`src/rtl/spi_byte_rx_if.sv`:
```
// Bundle of serial-line, handshake and status signals for spi_byte_rx.
// The master side drives the line and the acknowledge; the slave side is the receiver.
interface spi_byte_rx_if #(
   parameter int DATA_W = 8
);
   logic              spi_in;
   logic              spi_en;
   logic              rd_ack;
   logic [DATA_W-1:0] data_out;
   logic              data_valid;
   logic              frame_err;
   logic              overrun;
   logic              busy;

   modport master (
      output spi_in, spi_en, rd_ack,
      input  data_out, data_valid, frame_err, overrun, busy
   );

   modport slave (
      input  spi_in, spi_en, rd_ack,
      output data_out, data_valid, frame_err, overrun, busy
   );
endinterface

```
`src/rtl/spi_byte_rx.sv`:
```
// Deserializer for the framed serial link: each bit is marker(1)/data/trailer(0),
// LSB first. Bytes land in a valid/ack holding register with sticky overrun.
module spi_byte_rx #(
   parameter int DATA_W     = 8,
   parameter bit SLOT_CHECK = 1'b1
) (
   input  logic         clk,
   input  logic         rst,
   spi_byte_rx_if.slave bus
);
   localparam int CW = (DATA_W > 1) ? $clog2(DATA_W) : 1;
   localparam logic [CW-1:0] LAST = CW'(DATA_W - 1);

   typedef enum logic [1:0] {IDLE, DATA, TRAIL, MARK} state_t;

   state_t            state, state_nx;
   logic              spi_in_r, spi_en_r;
   logic [CW-1:0]     bitcnt;
   logic [DATA_W-1:0] shreg;
   logic              shift_en, cnt_inc, cnt_clr, commit, err;

   always_ff @(posedge clk or posedge rst) begin
      if (rst) state <= IDLE;
      else     state <= state_nx;
   end

   always_comb begin
      state_nx = state;
      shift_en = 1'b0;
      cnt_inc  = 1'b0;
      cnt_clr  = 1'b0;
      commit   = 1'b0;
      err      = 1'b0;
      case (state)
         IDLE: begin
            // Enable with a low line is treated as idle noise, not an error.
            if (spi_en_r && spi_in_r) state_nx = DATA;
         end
         DATA: begin
            shift_en = 1'b1;
            state_nx = TRAIL;
         end
         TRAIL: begin
            if (SLOT_CHECK && spi_in_r) begin
               err      = 1'b1;
               cnt_clr  = 1'b1;
               state_nx = IDLE;
            end else if (bitcnt == LAST) begin
               commit   = 1'b1;
               cnt_clr  = 1'b1;
               state_nx = IDLE;
            end else begin
               cnt_inc  = 1'b1;
               state_nx = MARK;
            end
         end
         MARK: begin
            if (SLOT_CHECK && !spi_in_r) begin
               err      = 1'b1;
               cnt_clr  = 1'b1;
               state_nx = IDLE;
            end else begin
               state_nx = DATA;
            end
         end
         default: state_nx = IDLE;
      endcase
      // Losing enable mid-frame wins over every other transition.
      if (state != IDLE && !spi_en_r) begin
         state_nx = IDLE;
         err      = 1'b1;
         cnt_clr  = 1'b1;
         shift_en = 1'b0;
         cnt_inc  = 1'b0;
         commit   = 1'b0;
      end
   end

   always_ff @(posedge clk or posedge rst) begin
      if (rst) begin
         spi_in_r       <= 1'b0;
         spi_en_r       <= 1'b0;
         bitcnt         <= '0;
         shreg          <= '0;
         bus.data_out   <= '0;
         bus.data_valid <= 1'b0;
         bus.frame_err  <= 1'b0;
         bus.overrun    <= 1'b0;
      end else begin
         spi_in_r      <= bus.spi_in;
         spi_en_r      <= bus.spi_en;
         bus.frame_err <= err;

         if (cnt_clr)      bitcnt <= '0;
         else if (cnt_inc) bitcnt <= bitcnt + CW'(1);

         if (shift_en) shreg[bitcnt] <= spi_in_r;

         // A commit landing on the same edge as an ack replaces the consumed byte.
         if (commit && (!bus.data_valid || bus.rd_ack)) begin
            bus.data_out   <= shreg;
            bus.data_valid <= 1'b1;
         end else if (bus.data_valid && bus.rd_ack) begin
            bus.data_valid <= 1'b0;
         end

         if (bus.data_valid && bus.rd_ack)  bus.overrun <= 1'b0;
         else if (commit && bus.data_valid) bus.overrun <= 1'b1;
      end
   end

   assign bus.busy = (state != IDLE);
endmodule

```
`src/flat_wrapper.sv`:
```
// flat-port wrapper written by rule: the top's interface ports become plain ports
module spi_byte_rx_flat 
#(
   parameter int DATA_W     = 8,
   parameter bit SLOT_CHECK = 1'b1
)
  (clk, rst, bus_spi_in, bus_spi_en, bus_rd_ack, bus_data_out, bus_data_valid, bus_frame_err, bus_overrun, bus_busy);
  spi_byte_rx_if #(.DATA_W(DATA_W)) bus_i ();
  input  logic clk;
  input  logic rst;
  input wire logic [$bits(bus_i.spi_in)-1:0] bus_spi_in;
  input wire logic [$bits(bus_i.spi_en)-1:0] bus_spi_en;
  input wire logic [$bits(bus_i.rd_ack)-1:0] bus_rd_ack;
  output wire logic [$bits(bus_i.data_out)-1:0] bus_data_out;
  output wire logic [$bits(bus_i.data_valid)-1:0] bus_data_valid;
  output wire logic [$bits(bus_i.frame_err)-1:0] bus_frame_err;
  output wire logic [$bits(bus_i.overrun)-1:0] bus_overrun;
  output wire logic [$bits(bus_i.busy)-1:0] bus_busy;
  assign bus_i.spi_in = bus_spi_in;
  assign bus_i.spi_en = bus_spi_en;
  assign bus_i.rd_ack = bus_rd_ack;
  assign bus_data_out = bus_i.data_out;
  assign bus_data_valid = bus_i.data_valid;
  assign bus_frame_err = bus_i.frame_err;
  assign bus_overrun = bus_i.overrun;
  assign bus_busy = bus_i.busy;
  spi_byte_rx #(.DATA_W(DATA_W), .SLOT_CHECK(SLOT_CHECK)) u_core (.clk(clk), .rst(rst), .bus(bus_i));
endmodule
```
`config.mk`:
```
export PLATFORM = sky130hd
export DESIGN_NAME = spi_byte_rx_flat
export DESIGN_NICKNAME = d
export VERILOG_FILES = /design/src/rtl/spi_byte_rx_if.sv /design/src/rtl/spi_byte_rx.sv /design/src/flat_wrapper.sv
export SDC_FILE = /design/constraint.sdc
export NUM_CORES = 1
export LEC_CHECK = 0
export ABC_CLOCK_PERIOD_IN_PS = 1800
export CORE_UTILIZATION = 47
export CTS_CLUSTER_DIAMETER = 50
export DETAILED_ROUTE_END_ITERATION = 7
export GPL_TIMING_DRIVEN = 0
export HOLD_SLACK_MARGIN = 0.03
export PLACE_DENSITY_LB_ADDON = 0.12
export REMOVE_ABC_BUFFERS = 1
export SYNTH_ARGS = -nofsm -noshare
export SYNTH_HDL_FRONTEND = slang
export SYNTH_SLANG_ARGS = --single-unit
```
`constraint.sdc`:
```
create_clock -name clk -period 1.8 [get_ports clk]
set_input_delay 0.18 -clock clk [delete_from_list [all_inputs] [get_ports clk]]
set_output_delay 0.18 -clock clk [all_outputs]
set_load 0.03 [all_outputs]
```
==> results.tsv <==
stage	metric	value	unit
finish	drive_above_1_share	0.3208	
global_routing	grt_max_degree	27	
placement	dp_hpwl	1196	um
floorplan	die_h	51.81	um
pwr	intPower	911.1	uW
timing	drv_slew	0	
floorplan	io_pins	17	
setup_path	critPathMaxStageDelay	0.38	ns
synth	synthCells	88	
worst_hold_path	worstHoldPathType	in2reg	
pwr	swShare	0.2220	
pwr	power	1.171	mW
cts	cts_buffers	3	
global_routing	grt-ovfl-total	0	
drt	num_vias	748	
timing	fin_tns_setup	0	ns
finish	postLayoutCoreUtil	0.6284	
drt	viasPerCell	5.582	
timing	finalSetupViolCount	0	
placement	dp.cells	126	
timing	fmax	580.1	MHz
finish	mostFrequentLayoutCells	23 x dfrtp_1, 16 x mux2_2, 15 x clkdlybuf4s50_1, 4 x nor3_1, 4 x buf_4	
setup_path	worstPathCellList	ha_2, ha_4, nor4bb_4, and3b_2, mux2_2	
floorplan	fp.dieW	51.81	um
drt	antenna_left	0	
timing	tightest_slew	0.9486	ns
cts	cts.path.max_buffers	2	
cts	insertion_delay	0.32	ns
placement	gp_congestion	0.6693	
run_status	outcome	finished, final reports clean	
finish	nNetsFinal	114	
synth	ys_warn_count	0	
pwr	power.leakage	0.6389	nW
floorplan	die-area	2684	um2
finish	final_common_cell	dfrtp_1	
setup_path	critPathMaxFanout	8	
finish	area_growth	22.64	%
synth	syn-mean-instance-area	13.25	um2
cts	hold_buffers	0	
pwr	power.switching	259.9	uW
pwr	ir_worst_vdd	0.6255	mV
timing	period_share	0.9578	
finish	n_antenna_cell	0	
synth	synth_cell_type_count	29	
setup_path	crit_type	reg2reg	
global_routing	grt_use_total	0.1660	
pwr	p_per_area	818.8	nW/um2
setup_path	end_kind	register	
drt	wl	1874	um
synth	async_flop_share	1.000	
job	maxCapViolCount	0	
synth	ys.flop_type	dfrtp_1	
pwr	clkPwrFrac	0.339	
timing	hold_viol	0	
floorplan	rows	17	
timing	period_needed	1.724	ns
drt	wl_per_cell	13.99	um
cts	cts_sinks	26	
timing	rsz0062_at_grt	true	
synth	syn-cell-area	1166	um2
setup_path	cp.arrival	1.95	ns
placement	port_buffers	16	
finish	layoutNonFillerInstCount	134	
cts	htreeDepth	1	
cts	root_buffer	clkbuf_4	
cts	cts_tree	done	
global_routing	grt_pass1_wl	3091	um
pwr	pwr-share-seq	0.555	
drt	drtPass1Iterations	4	
setup_path	cp_data_required_time	2.03	ns
floorplan	core_area	2276	um2
pwr	pwr-share-comb	0.106	
timing	skew	0.002487	ns
synth	ys_ff_latch	26	
timing	slew_headroom	0.3669	
setup_path	worst_path_max_delay_cell	dfrtp_1	
global_routing	antenna_found_initial	0	
drt	drtIter0Drc	3	
setup_path	cp-start-kind	register	
cts	path_clk_slew	0.14	ns
global_routing	grt_pass1_vias	700	
synth	synth-seq-area-share	0.5579	
floorplan	start_util	0.5124	
drt	drc_errors	0	
synth	synth-edff-count	0	
-- power groups by stage --
stage	clock network, mW	registers (mW)	logic, mW
2_1_floorplan	0	0.660	0.0714
3_3_place_gp	0	0.663	0.103
3_5_place_dp	0	0.666	0.106
4_1_cts	0.410	0.649	0.118
5_1_grt	0.430	0.653	0.138
6_report	0.398	0.649	0.124
-- cell type report --
class | count | area, um2
timing repair buffer | 20 | 188.9
clock inverter | 1 | 30.03
clock buffer | 3 | 22.52
multi-input combinational | 54 | 491.7
fill | 176 | 845.8
tap | 28 | 35.03
sequential | 26 | 654.4
inverter | 2 | 7.507
-- registers in the layout, summed over array words and instances, names as in the netlist --
name and flops:
u_core.bus.data_valid 1, u_core.bus.frame_err 1, u_core.spi_in_r 1, u_core.bus.overrun 1, u_core.spi_en_r 1, u_core.bitcnt 3, u_core.state 2, u_core.bus.data_out 8
u_core.shreg 8
-- cell usage after synthesis, drive strengths merged, types with 2 or more instances --
cell type	number	share of area
a31oi	2	0.011
nor3	4	0.017
nand2	2	0.0064
nand2b	2	0.011
clkbuf	3	0.0097
ha	2	0.021
dfrtp	26	0.56
nor2b	3	0.016
nor3b	2	0.013
a21oi	2	0.0086
nor2	3	0.0097
buf	3	0.018
a22oi	2	0.013
inv	2	0.0064
nand3b	2	0.013
mux2	16	0.15
-- stage by stage --
step / area [um2] / hold slack [ns] / setup slack, ns
2_1_floorplan: 1134 / 0.2114 / -0.07255
3_3_place_gp: 1329 / 0.4649 / -0.3071
3_5_place_dp: 1329 / 0.4849 / -0.3488
4_1_cts: 1406 / 0.2621 / 0.002319
5_1_grt: 1430 / 0.2614 / -0.03657
6_report: 1430 / 0.2713 / 0.07605
-- metal layers --
metal	up-vias	routed length, um	global-route usage
met2	14	987	0.2857
met5	-	0	0
li1	348	-	-
met3	5	56	0.03509
met4	0	40	0.09459
met1	381	790	0.1897
-- critical path: cells and delay by family, from the launching register on --
family / cells / cell delay, ns
and+or+nand+nor: 2 / 0.54
DFF: 1 / 0.38
muxes: 1 / 0.36
adders and majority gates: 2 / 0.33
-- final timing paths --
check | start | endpoint | slack, ns | cells after the start
max in group asynchronous | rst | u_core.spi_in_r$_DFF_PP0_ | 0.81 | 2
min | bus_spi_in | u_core.spi_in_r$_DFF_PP0_ | 0.27 | 1
max reg2reg | u_core.bitcnt[0]$_DFFE_PP0P_ | u_core.bus.data_out[6]$_DFFE_PP0P_ | 0.08 | 5
min reg2reg | u_core.bus.data_valid$_DFFE_PP0P_ | u_core.bus.overrun$_DFFE_PP0P_ | 0.50 | 1
max | u_core.bitcnt[0]$_DFFE_PP0P_ | u_core.bus.data_out[6]$_DFFE_PP0P_ | 0.08 | 5
min in group asynchronous | rst | u_core.bus.data_out[1]$_DFFE_PP0P_ | 0.35 | 2
-- what timing repair did --
action / CTS / global route
buffers inserted: 3 / 1
pin swaps: 1 / 0
endpoints found under the setup margin: 9 / 8
gates resized for setup: 4 / 4
-- logic make-up after synthesis --
group,count (synthesis),synth area share
and+or+nand+nor,26,0.1695
DFF,26,0.5579
muxes,17,0.1631
AOI/OAI and AO/OA,9,0.05365
buffers and inverters,8,0.03434
adders and majority gates,2,0.02146
Note: power is estimated with default switching activity, not from simulation.
